===== config.mk =====
export PLATFORM = sky130hd
export DESIGN_NAME = conv_frame_sched
export DESIGN_NICKNAME = d
export VERILOG_FILES = /design/src/rtl/conv_sched_pkg.sv /design/src/rtl/rr_arb2.sv /design/src/rtl/conv_frame_sched.sv
export SDC_FILE = /design/constraint.sdc
export NUM_CORES = 1
export LEC_CHECK = 0
export ABC_CLOCK_PERIOD_IN_PS = 6400
export CAP_MARGIN = 30
export CORE_ASPECT_RATIO = 0.5
export CORE_MARGIN = 2
export CORE_UTILIZATION = 28
export CTS_CLUSTER_DIAMETER = 60
export DETAILED_ROUTE_END_ITERATION = 10
export HOLD_SLACK_MARGIN = 0.08
export MAX_ROUTING_LAYER = met4
export PLACE_DENSITY = 0.69
export SYNTH_ARGS = -nofsm -noshare
export SYNTH_HDL_FRONTEND = slang
export SYNTH_SLANG_ARGS = --single-unit

===== constraint.sdc =====
create_clock -name clk -period 6.4 [get_ports clk]
set_clock_uncertainty 0.2 [all_clocks]
set_input_delay 0.64 -clock clk [delete_from_list [all_inputs] [get_ports clk]]
set_output_delay 0.64 -clock clk [all_outputs]
set_load 0.03 [all_outputs]

===== src/rtl/conv_sched_pkg.sv =====
// Shared types and default frame geometry for the camera-to-edge_conv frame scheduler.
// The camera front-end imports the same defaults so both sides agree on frame size.
package conv_sched_pkg;

    typedef enum logic [1:0] {
        IDLE  = 2'd0,
        PASS  = 2'd1,
        FLUSH = 2'd2
    } sched_state_t;

    localparam int PIX_W_DEF     = 30;
    localparam int FRAME_PIX_DEF = 76800;
    localparam int FLUSH_PIX_DEF = 642;

    // One counter serves both the frame and the flush run, so it is sized for the longer one.
    function automatic int cnt_width(input int frame_pix, input int flush_pix);
        int longest;
        longest = (frame_pix > flush_pix) ? frame_pix : flush_pix;
        return $clog2(longest + 1);
    endfunction

endpackage


===== src/rtl/rr_arb2.sv =====
// Two-requester round-robin pick. The pick is combinational; the "last served"
// pointer only moves when the scheduler finishes a frame.
module rr_arb2 (
    input  logic       clk,
    input  logic       reset,
    input  logic [1:0] req_i,
    input  logic       upd_i,
    input  logic       served_i,
    output logic       any_o,
    output logic       pick_o
);

    logic last_q;

    // Reset value claims cam1 was served last, so cam0 wins the first tie.
    always_ff @(posedge clk) begin
        if (reset) begin
            last_q <= 1'b1;
        end else if (upd_i) begin
            last_q <= served_i;
        end
    end

    always_comb begin
        any_o = |req_i;
        if (req_i == 2'b11) begin
            pick_o = ~last_q;
        end else begin
            pick_o = ~req_i[0];
        end
    end

endmodule


===== src/rtl/conv_frame_sched.sv =====
// Grants the shared edge_conv input to one camera per frame, then injects a run
// of zero pixels to drain the convolution line buffers before re-arbitrating.
module conv_frame_sched
    import conv_sched_pkg::*;
#(
    parameter int W         = PIX_W_DEF,
    parameter int FRAME_PIX = FRAME_PIX_DEF,
    parameter int FLUSH_PIX = FLUSH_PIX_DEF
) (
    input  logic         clk,
    input  logic         reset,
    input  logic         enable,
    input  logic [W-1:0] cam0_data,
    input  logic         cam0_valid,
    output logic         cam0_ready,
    input  logic [W-1:0] cam1_data,
    input  logic         cam1_valid,
    output logic         cam1_ready,
    output logic [W-1:0] y_data,
    output logic         y_valid,
    input  logic         y_ready,
    output logic         src,
    output logic         busy,
    output logic         frame_done
);

    localparam int            CW         = cnt_width(FRAME_PIX, FLUSH_PIX);
    localparam logic [CW-1:0] FRAME_LAST = CW'(FRAME_PIX - 1);
    localparam logic [CW-1:0] FLUSH_LAST = (FLUSH_PIX > 0) ? CW'(FLUSH_PIX - 1) : '0;

    sched_state_t  state_q, state_d;
    logic [CW-1:0] cnt_q, cnt_d;
    logic          src_q, src_d;
    logic          rr_any, rr_pick, rr_upd;

    rr_arb2 u_arb (
        .clk      (clk),
        .reset    (reset),
        .req_i    ({cam1_valid, cam0_valid}),
        .upd_i    (rr_upd),
        .served_i (src_q),
        .any_o    (rr_any),
        .pick_o   (rr_pick)
    );

    always_ff @(posedge clk) begin
        if (reset) begin
            state_q <= IDLE;
            cnt_q   <= '0;
            src_q   <= 1'b0;
        end else begin
            state_q <= state_d;
            cnt_q   <= cnt_d;
            src_q   <= src_d;
        end
    end

    always_comb begin
        state_d    = state_q;
        cnt_d      = cnt_q;
        src_d      = src_q;
        rr_upd     = 1'b0;
        y_data     = '0;
        y_valid    = 1'b0;
        cam0_ready = 1'b0;
        cam1_ready = 1'b0;
        frame_done = 1'b0;

        case (state_q)
            IDLE: begin
                if (enable && rr_any) begin
                    src_d   = rr_pick;
                    cnt_d   = '0;
                    state_d = PASS;
                end
            end

            PASS: begin
                y_data     = src_q ? cam1_data : cam0_data;
                y_valid    = src_q ? cam1_valid : cam0_valid;
                cam0_ready = ~src_q & y_ready;
                cam1_ready = src_q & y_ready;
                if (y_valid && y_ready) begin
                    if (cnt_q == FRAME_LAST) begin
                        cnt_d  = '0;
                        rr_upd = 1'b1;
                        if (FLUSH_PIX == 0) begin
                            frame_done = 1'b1;
                            state_d    = IDLE;
                        end else begin
                            state_d = FLUSH;
                        end
                    end else begin
                        cnt_d = cnt_q + CW'(1);
                    end
                end
            end

            FLUSH: begin
                // Zero pixels are offered unconditionally so valid never depends on ready.
                y_valid = 1'b1;
                if (y_ready) begin
                    if (cnt_q == FLUSH_LAST) begin
                        cnt_d      = '0;
                        frame_done = 1'b1;
                        state_d    = IDLE;
                    end else begin
                        cnt_d = cnt_q + CW'(1);
                    end
                end
            end

            default: begin
                state_d = IDLE;
            end
        endcase
    end

    assign src  = src_q;
    assign busy = (state_q != IDLE);

endmodule


=== Word-level counts from Yosys, hierarchy flattened ===
Index checks and enable logic that the tools add are counted.

* Add/subtract/negate cells: 1
* Equal/unequal tests: 10
* Mux-type cells: 25
* Bitwise gates (word level): 5
* Reductions and logical operators: 9

{| class="wikitable"
|+ Operators by type and width
! cell !! count
|-
| 17-bit 2-to-1 mux || 5
|-
| 30-bit 2-to-1 mux || 2
|-
| 17-bit one-hot mux with 3 select lines || 1
|-
| 17-bit by 1-bit adder with 17-bit output (second input constant) || 1
|-
| 17-bit by 10-bit == test with 1-bit output (second input constant) || 1
|-
| 17-bit == test (second input constant) || 1
|-
| 1-bit 2-to-1 mux || 10
|-
| 2-bit 2-to-1 mux || 5
|-
| 2-bit inequality test (second input constant) || 5
|-
| 2-bit one-hot mux with 3 select lines || 1
|-
| 5-bit AND reduction || 1
|-
| 2-bit == test (second input constant) || 2
|-
| 4-bit AND reduction || 1
|-
| 1-bit NOT || 3
|-
| 3-bit nonzero test || 1
|-
| 1-bit AND || 2
|-
| 2-bit by 1-bit == test with 1-bit output (second input constant) || 1
|-
| 1-bit logical AND || 2
|-
| 2-bit logical NOT || 1
|-
| 1-bit one-hot mux with 2 select lines || 1
|-
| 2-bit AND reduction || 1
|-
| 2-bit nonzero test || 1
|-
| 2-bit OR reduction || 1
|}

* Flip-flop bits (word level): 21
* Input bits: 66
* Output and inout bits: 36
* Logic and storage cells: 54

=== Depth between registers and ports, before layout ===
Gate-level depths: netlist of run 1.

* Word-level depth: 4
* Mapped depth: 9

=== Cells and area by module ===
Synthesis of run 1 repeated with hierarchy kept, for this count alone.

* Cells, all modules: 228
* Area total of the unflattened synthesis: 1795.5 um2

{| class="wikitable"
|+ By module, submodules not included
! module !! instances !! cells each !! area an instance (um2)
|-
| conv_frame_sched || 1 || 222 || 1745.4
|-
| rr_arb2 || 1 || 6 || 50.0
|}

=== Worst setup path after synthesis of run 1 ===
OpenSTA, ideal clock, no wires.

* Kind: register -> output
* Start: reg src_q, in the netlist src
* End: out y_data[10]
* Arrival: 1.771 ns
* Required time: 5.560 ns
* Slack: 3.789 ns
* Stages on the path, launching flop included: 5
* Path through: dfxtp_1 -> buf_4 -> buf_1 -> mux2i_1 -> nor2b_1

* Word-level cells in the longest chain between the ends: 2

{| class="wikitable"
|+ Ends and longest elaborated chain
! element !! RTL line !! RTL
|-
| start: declaration || conv_frame_sched.sv:33 || <nowiki>logic src_q, src_d;</nowiki>
|-
| start signal: assignment || conv_frame_sched.sv:54 || <nowiki>src_q <= src_d;</nowiki>
|-
| 30-bit 2-to-1 mux || conv_frame_sched.sv:79 || <nowiki>y_data = src_q ? cam1_data : cam0_data;</nowiki>
|-
| 30-bit 2-to-1 mux || conv_frame_sched.sv:69 || <nowiki>case (state_q)</nowiki>
|-
| end: declaration || conv_frame_sched.sv:19 || <nowiki>output logic [W-1:0] y_data,</nowiki>
|}

Every way passes these cells.

=== Final worst setup path of run 1 ===
* Start: in cam0_valid
* End: out y_valid

* Word-level cells in the longest chain between the ends: 2

{| class="wikitable"
|+ Ends and longest elaborated chain
! element !! RTL line !! RTL
|-
| start: declaration || conv_frame_sched.sv:14 || <nowiki>input logic cam0_valid,</nowiki>
|-
| 1-bit 2-to-1 mux || conv_frame_sched.sv:80 || <nowiki>y_valid = src_q ? cam1_valid : cam0_valid;</nowiki>
|-
| 1-bit one-hot mux with 2 select lines || conv_frame_sched.sv:69 ||
|-
| end: declaration || conv_frame_sched.sv:20 || <nowiki>output logic y_valid,</nowiki>
|}

Every way passes these cells.

==> results of run 1 <==
flip-flops by register name, indices dropped and copies added (netlist names):
signal,count
cnt_q,17
src,1
state_q,2
u_arb.last_q,1
cells in the final DEF, fill, tap and decap left out, drive strengths merged, types with 2 or more instances in the layout:
cell type	count
a211o	2
a21oi	11
and2	2
and3	5
and4	2
clkbuf	4
clkdlybuf4s50	101
dfxtp	21
ha	7
inv	7
mux2i	31
nand2	12
nand3	9
nand4	6
nor2	15
nor2b	32
nor4	9
nor4b	5
o2111ai	2
o211ai	2
o21a	2
o21ai	4
o31ai	3
or3	5
or4	5
xnor2	9
logic make-up after synthesis:
family,count (synthesis)
xor gates and xnor gates,9
muxes,32
buffers and inverters,24
adders and majority gates,7
and+or+nand+nor,111
DFF,21
AOI/OAI and AO/OA,30
worst max path at each step:
stage / from / to / cells past startpoint
after floorplan: src$_SDFFE_PP0P_ / y_data[10] / 4
after global placement: cam0_valid / cnt_q[15]$_SDFFE_PP0P_ / 6
after detailed placement: cam0_valid / cnt_q[16]$_SDFFE_PP0P_ / 6
after CTS: state_q[1]$_SDFFE_PP0P_ / cam0_ready / 5
after global routing: cam0_valid / cnt_q[8]$_SDFFE_PP0P_ / 6
final: cam0_valid / y_valid / 5
per-stage QoR:
step           cells  setup slack [ps]
2_1_floorplan    234              3790
3_3_place_gp     406              3270
3_5_place_dp     406              3170
4_1_cts          410              3030
5_1_grt          412              3230
6_report         412              3360
area by class of cell:
cell class                 instances  area [sq um]
fill                             582          3220
clock buffer                       3          75.1
sequential                        21           422
timing repair buffer             103          1060
multi-input combinational        189          1340
clock inverter                     1          7.51
inverter                           7          26.3
tap                               88           110
critical path, delay by kind of cell:
kind	cells	cell delay (ps)
buffers and inverters	2	1060
multiplexers	1	310
AND/OR/NAND/NOR	1	50
AO/OA/AOI/OAI	1	140
routing by layer:
layer / up-vias / wire (microns) / share of wire
met4: 0 / 80 / 0.013
met5: - / 0 / 0
met1: 976 / 2440 / 0.40
li1: 1025 / - / -
met3: 7 / 367 / 0.060
met2: 77 / 3240 / 0.53
where the power goes:
| group | internal (mW) | switching (mW) |
|---|---|---|
| Combinational | 0.227 | 0.292 |
| Clock | 0.0846 | 0.0498 |
| Sequential | 0.137 | 0.00781 |
| Total | 0.448 | 0.350 |
==> results by group, run 1 <==
Status
  • Status: completed

Critical path
  • CP Launch Type: input port
  • R2r setup slk: 3550 ps
  • Crit-path max FO: 4
  • Crit-path max cell delay: 590 ps
  • Crit path kind: in -> out
  • R2R cell count: 6
  • Worst Path Arrival: 2200 ps
  • Reg-to-reg endpoint: cnt_q[16]$_SDFFE_PP0P_
  • Worst-path cell chain: clkdlybuf4s50_1 -> mux2_4 -> a21oi_1 -> nor2b_1 -> clkdlybuf4s50_1
  • Crit-path slowest cell: clkdlybuf4s50_1
  • CP endpoint kind: output pin
  • Worst EP required: 5560 ps
  • Cell mode on critical path: clkdlybuf4s50_1
  • Reg2reg start: src$_SDFFE_PP0P_

Power and ir drop
  • Leakage power: 0.970 nW
  • PD cells: 263 nW/um^2
  • Total power: 0.798 mW
  • Peak VDD IR: 0.0916 mV

Logic synthesis
  • Largest area contributor in the netlist: dfxtp_1
  • Synth Warn #: 0
  • Largest cells by area after synthesis: dfxtp_1 (23%), mux2i_1 (17%), nor2b_1 (11%), ha_1 (4.7%), xnor2_1 (4.2%)
  • Yosys cell types: 40
  • Synth top area share: 0.226
  • Seq/Total Area, Yosys: 0.226
  • Top post-synthesis cells by count: nor2b_1 (32), mux2i_1 (31), dfxtp_1 (21)
  • Post-synthesis xor/xnor area fraction: 0.0423
  • Synth Instances: 234
  • Post-synthesis compound-gate area fraction: 0.106
  • Synth Net Count: 307
  • Post-synth EDFFs: 0
  • Synth Flop Type: dfxtp_1
  • Syn_area_per_cell: 7.96 sq um
  • Post-synthesis mux area share: 0.175
  • Ys async rst share: 0
  • Synthesized area: 1860 sq um
  • Most common cell in the synthesized netlist: nor2b_1
  • Seq cells post-synth: 21
  • Adder-Cell Fraction of Synth Area: 0.0470
  • Post-Synth Simple-Gate Area: 0.351
  • Largest family of logic cells by synthesized area: simple AND/OR/NAND/NOR gates

CTS
  • CTS Buffer Depth: 2
  • Cts repair resizes: 0
  • Worst-path clk slew: 50 ps
  • CTS tree: done
  • H-tree depth: 1
  • Root Buffer Master: clkbuf_16
  • Clock tree sinks: 21
  • Worst skew pair latency: 260 ps
  • Post-CTS Setup Bufs: 0
  • # hold bufs at CTS: 0
  • CTS Buf Count: 3

Global route
  • Gr usage total: 0.153
  • Met3 GRT Util: 0.0194
  • Initial antenna violation count: 0
  • Largest net degree at the start of global routing: 37
  • Met2 GRT Util: 0.290
  • Vias in the first global route: 1854
  • GRT Max-Usage Layer: met2
  • Total grt overflow: 0
  • Grt met1 use: 0.177
  • First-pass GRT wire length: 8.77 mm

Floorplan
  • Initial core utilization: 0.298
  • Row cnt: 20
  • Die height: 61.7 microns
  • Core area: 6260 sq um
  • Ports: 102
  • Die X-Extent: 119 microns
  • Die Footprint: 7360 sq um

Finish
  • Layout cells sized above 1: 0.0370
  • # diodes: 0
  • Total Nets Final: 398
  • Layout area overhead: 63.1%
  • Final Core Density: 0.486
  • Post-route cell area: 3040 sq um

Drt
  • Residual DRC: 0
  • Vias/cell: 5.06
  • Routed WL: 6.13 mm
  • Drt first-iter violations: 156
  • Via count: 2085
  • Post-route ant nets: 0
  • First-pass DRT Iterations: 5
  • Wire per inst: 14.9 microns

Place
  • Routability cong.: 0.764
  • I/O Buffers: 101
  • Hpwl dp: 4.76 mm
  • Placed Area: 2910 sq um

STA
  • Worst rel slew slack: 0.372
  • Fmax: 0.329 GHz
  • Final Slew Violations: 0
  • Hold Fails Final Rpt: 0
  • Unrepaired setup endpoints after global routing: no
  • Worst hold slack: 281 ps
  • Worst Max-Slew Pin Slew: 939 ps
  • Setup TNS Final: 0 ps
  • Fin crit share: 0.475
  • Min Tclk post-route: 3040 ps
  • Final setup vio count: 0

Min path
  • Worst Hold Class: reg -> reg
  • WHS Endpoint: u_arb.last_q$_SDFFE_PP1P_
  • Min-delay src: u_arb.last_q$_SDFFE_PP1P_
  • Min-Delay Path Depth: 2

Flow run
  • Maxcap violations: 0
Power figures use the tool's default switching activity.
==> run 2: changes to the inputs <==
Settings changed: ABC_CLOCK_PERIOD_IN_PS 6400 to 2500, PLACE_DENSITY 0.69 to 0.71.
Clock period 6.4 ns to 2.5 ns, I/O delays scaled along.
==> results by group, run 2 (same netlist as run 1, synthesis figures left out) <==
Drt
  • Post-route ant nets: 0 (unchanged)
  • Drt first-iter violations: 163 (was 156)
  • Residual DRC: 0 (unchanged)
  • Wire per inst: 14.7 microns (was 14.9 microns)
  • First-pass DRT Iterations: 4 (was 5)
  • Routed WL: 6.19 mm (was 6.13 mm)
  • Via count: 2098 (was 2085)
  • Vias/cell: 4.98 (was 5.06)

Critical path
  • R2R cell count: 8 (was 6)
  • CP endpoint kind: flip-flop (was output pin)
  • Worst Path Arrival: 2320 ps (was 2200 ps)
  • Crit path kind: reg -> reg (was in -> out)
  • Worst EP required: 2480 ps (was 5560 ps)
  • Crit-path max FO: 11 (was 4)
  • CP Launch Type: flip-flop (was input port)

Floorplan
  • Row cnt: 20 (unchanged)
  • Die Footprint: 7360 sq um (unchanged)
  • Core area: 6260 sq um (unchanged)
  • Die X-Extent: 119 microns (unchanged)
  • Initial core utilization: 0.298 (unchanged)
  • Die height: 61.7 microns (unchanged)
  • Ports: 102 (unchanged)

CTS
  • Worst skew pair latency: 250 ps (was 260 ps)
  • H-tree depth: 1 (unchanged)
  • CTS Buffer Depth: 2 (unchanged)
  • CTS tree: done (unchanged)
  • Root Buffer Master: clkbuf_16 (unchanged)
  • # hold bufs at CTS: 0 (unchanged)
  • CTS Buf Count: 3 (unchanged)
  • Worst-path clk slew: 50 ps (about the same)
  • Clock tree sinks: 21 (unchanged)

Min path
  • Min-Delay Path Depth: 2 (unchanged)
  • Worst Hold Class: reg -> reg (unchanged)

Power and ir drop
  • Switching share of total power: 0.452 (was 0.438)
  • Leakage power: 1.16 nW (was 0.970 nW)
  • PD cells: 651 nW/um^2 (was 263 nW/um^2)
  • Power share of the combinational group: 0.645 (was 0.651)
  • Peak VDD IR: 0.198 mV (was 0.0916 mV)
  • Clk network pwr share: 0.169 (was 0.168)
  • Reg power frac: 0.186 (was 0.181)
  • Psw: 0.903 mW (was 0.350 mW)
  • Int Pwr: 1.09 mW (was 0.448 mW)
  • Total power: 2.00 mW (was 0.798 mW)

STA
  • Worst Max-Slew Pin Slew: 449 ps (was 939 ps)
  • Unrepaired setup endpoints after global routing: no (unchanged)
  • Fmax: 0.427 GHz
  • Hold Fails Final Rpt: 0 (unchanged)
  • Worst rel slew slack: 0.696 (was 0.372)
  • Min Tclk post-route: 2340 ps
  • Final setup vio count: 0 (unchanged)
  • Final Slew Violations: 0 (unchanged)
  • Fin crit share: 0.937
  • Setup TNS Final: 0 ps (unchanged)

Finish
  • Fillers: 581 (was 582)
  • Total Nets Final: 407 (was 398)
  • Layout area overhead: 64.5% (was 63.1%)
  • Max reg flops: 17 (unchanged)
  • Leading cell type in the layout, fill and taps excluded: clkdlybuf4s50_1 (unchanged)
  • Layout cells sized above 1: 0.0781 (was 0.0370)
  • Top reg by flops: cnt_q (unchanged)
  • # diodes: 0 (unchanged)
  • Most frequent cells in the layout: clkdlybuf4s50_1 (67), nor2b_1 (32), dlygate4sd2_1 (32), mux2i_1 (31), dfxtp_1 (18) (was clkdlybuf4s50_1 (101), nor2b_1 (32), mux2i_1 (31), dfxtp_1 (20), nor2_1 (15))
  • Top flop regs: cnt_q (17), state_q (2) (unchanged)

Global route
  • Total grt overflow: 0 (unchanged)
  • Vias in the first global route: 1867 (was 1854)
  • Initial antenna violation count: 0 (unchanged)
  • Largest net degree at the start of global routing: 36 (was 37)
  • First-pass GRT wire length: 9.28 mm (was 8.77 mm)
  • Gr usage total: 0.160 (was 0.153)

Status
  • Status: completed (unchanged)

Flow run
  • Maxcap violations: 0 (unchanged)

Place
  • I/O Buffers: 101 (unchanged)
  • Hpwl dp: 4.79 mm (was 4.76 mm)
  • Routability cong.: 0.836 (was 0.764)
-- run 2: area by class of cell --
cell class,count,area (sq um),share of cell area
Multi-Input combinational cell,189,1360,0.445
Timing Repair Buffer,112,1060,0.346
Sequential cell,21,424,0.138
Tap cell,88,110,0.0359
Clock buffer,4,78.8,0.0257
Inverter,7,26.3,0.00857
-- run 2: per-stage QoR --
step                      instances  setup slack, ps  hold WS, ps   util  instance area (sq um)
after global placement          417             98.3          274  0.480                   3000
after detailed placement        417             52.0          296  0.480                   3000
after CTS                       421             38.2          312  0.486                   3040
final                           421              159          300  0.490                   3060
after global routing            421             4.93          329  0.490                   3060
after floorplan                 234              161          246      -                   1860
-- run 2: worst max-delay path, stage by stage, from the launching register on --
cell,delay (ps)
dfxtp_1,410
inv_1,90
ha_1,210
nor2b_1,130
a2bb2oi_1,150
buf_4,190
or3_1,400
or3b_1,370
a21oi_1,120
-- run 2: routing by layer --
layer,track usage,vias up,routed length (microns)
li1,-,1042,-
met1,0.194,965,2560
met2,0.292,87,3120
met3,0.0306,4,466
met4,0.0235,0,43
met5,-,-,0
-- run 2: worst paths after layout --
path | start | end | slack [ps]
setup / recovery | state_q[0]$_SDFFE_PP0P_ | state_q[1]$_SDFFE_PP0P_ | 160
hold / removal | cnt_q[1]$_SDFFE_PP0P_ | cnt_q[1]$_SDFFE_PP0P_ | 300
setup reg to reg | state_q[0]$_SDFFE_PP0P_ | state_q[1]$_SDFFE_PP0P_ | 160
hold reg to reg | cnt_q[1]$_SDFFE_PP0P_ | cnt_q[1]$_SDFFE_PP0P_ | 300
-- run 2: timing repair --
item,in CTS,in global routing
cloned,0,0
setup buffers,0,0
endpoints found under the setup margin,32,17
gates resized for setup,32,5
-- run 2: power groups by stage --
stage | clock, mW | combinational, mW | sequential [mW]
after global placement | 0 | 1.33 | 0.374
after CTS | 0.344 | 1.26 | 0.369
after detailed placement | 0 | 1.35 | 0.377
final | 0.337 | 1.29 | 0.371
after floorplan | 0 | 0.804 | 0.374
after global routing | 0.357 | 1.37 | 0.374
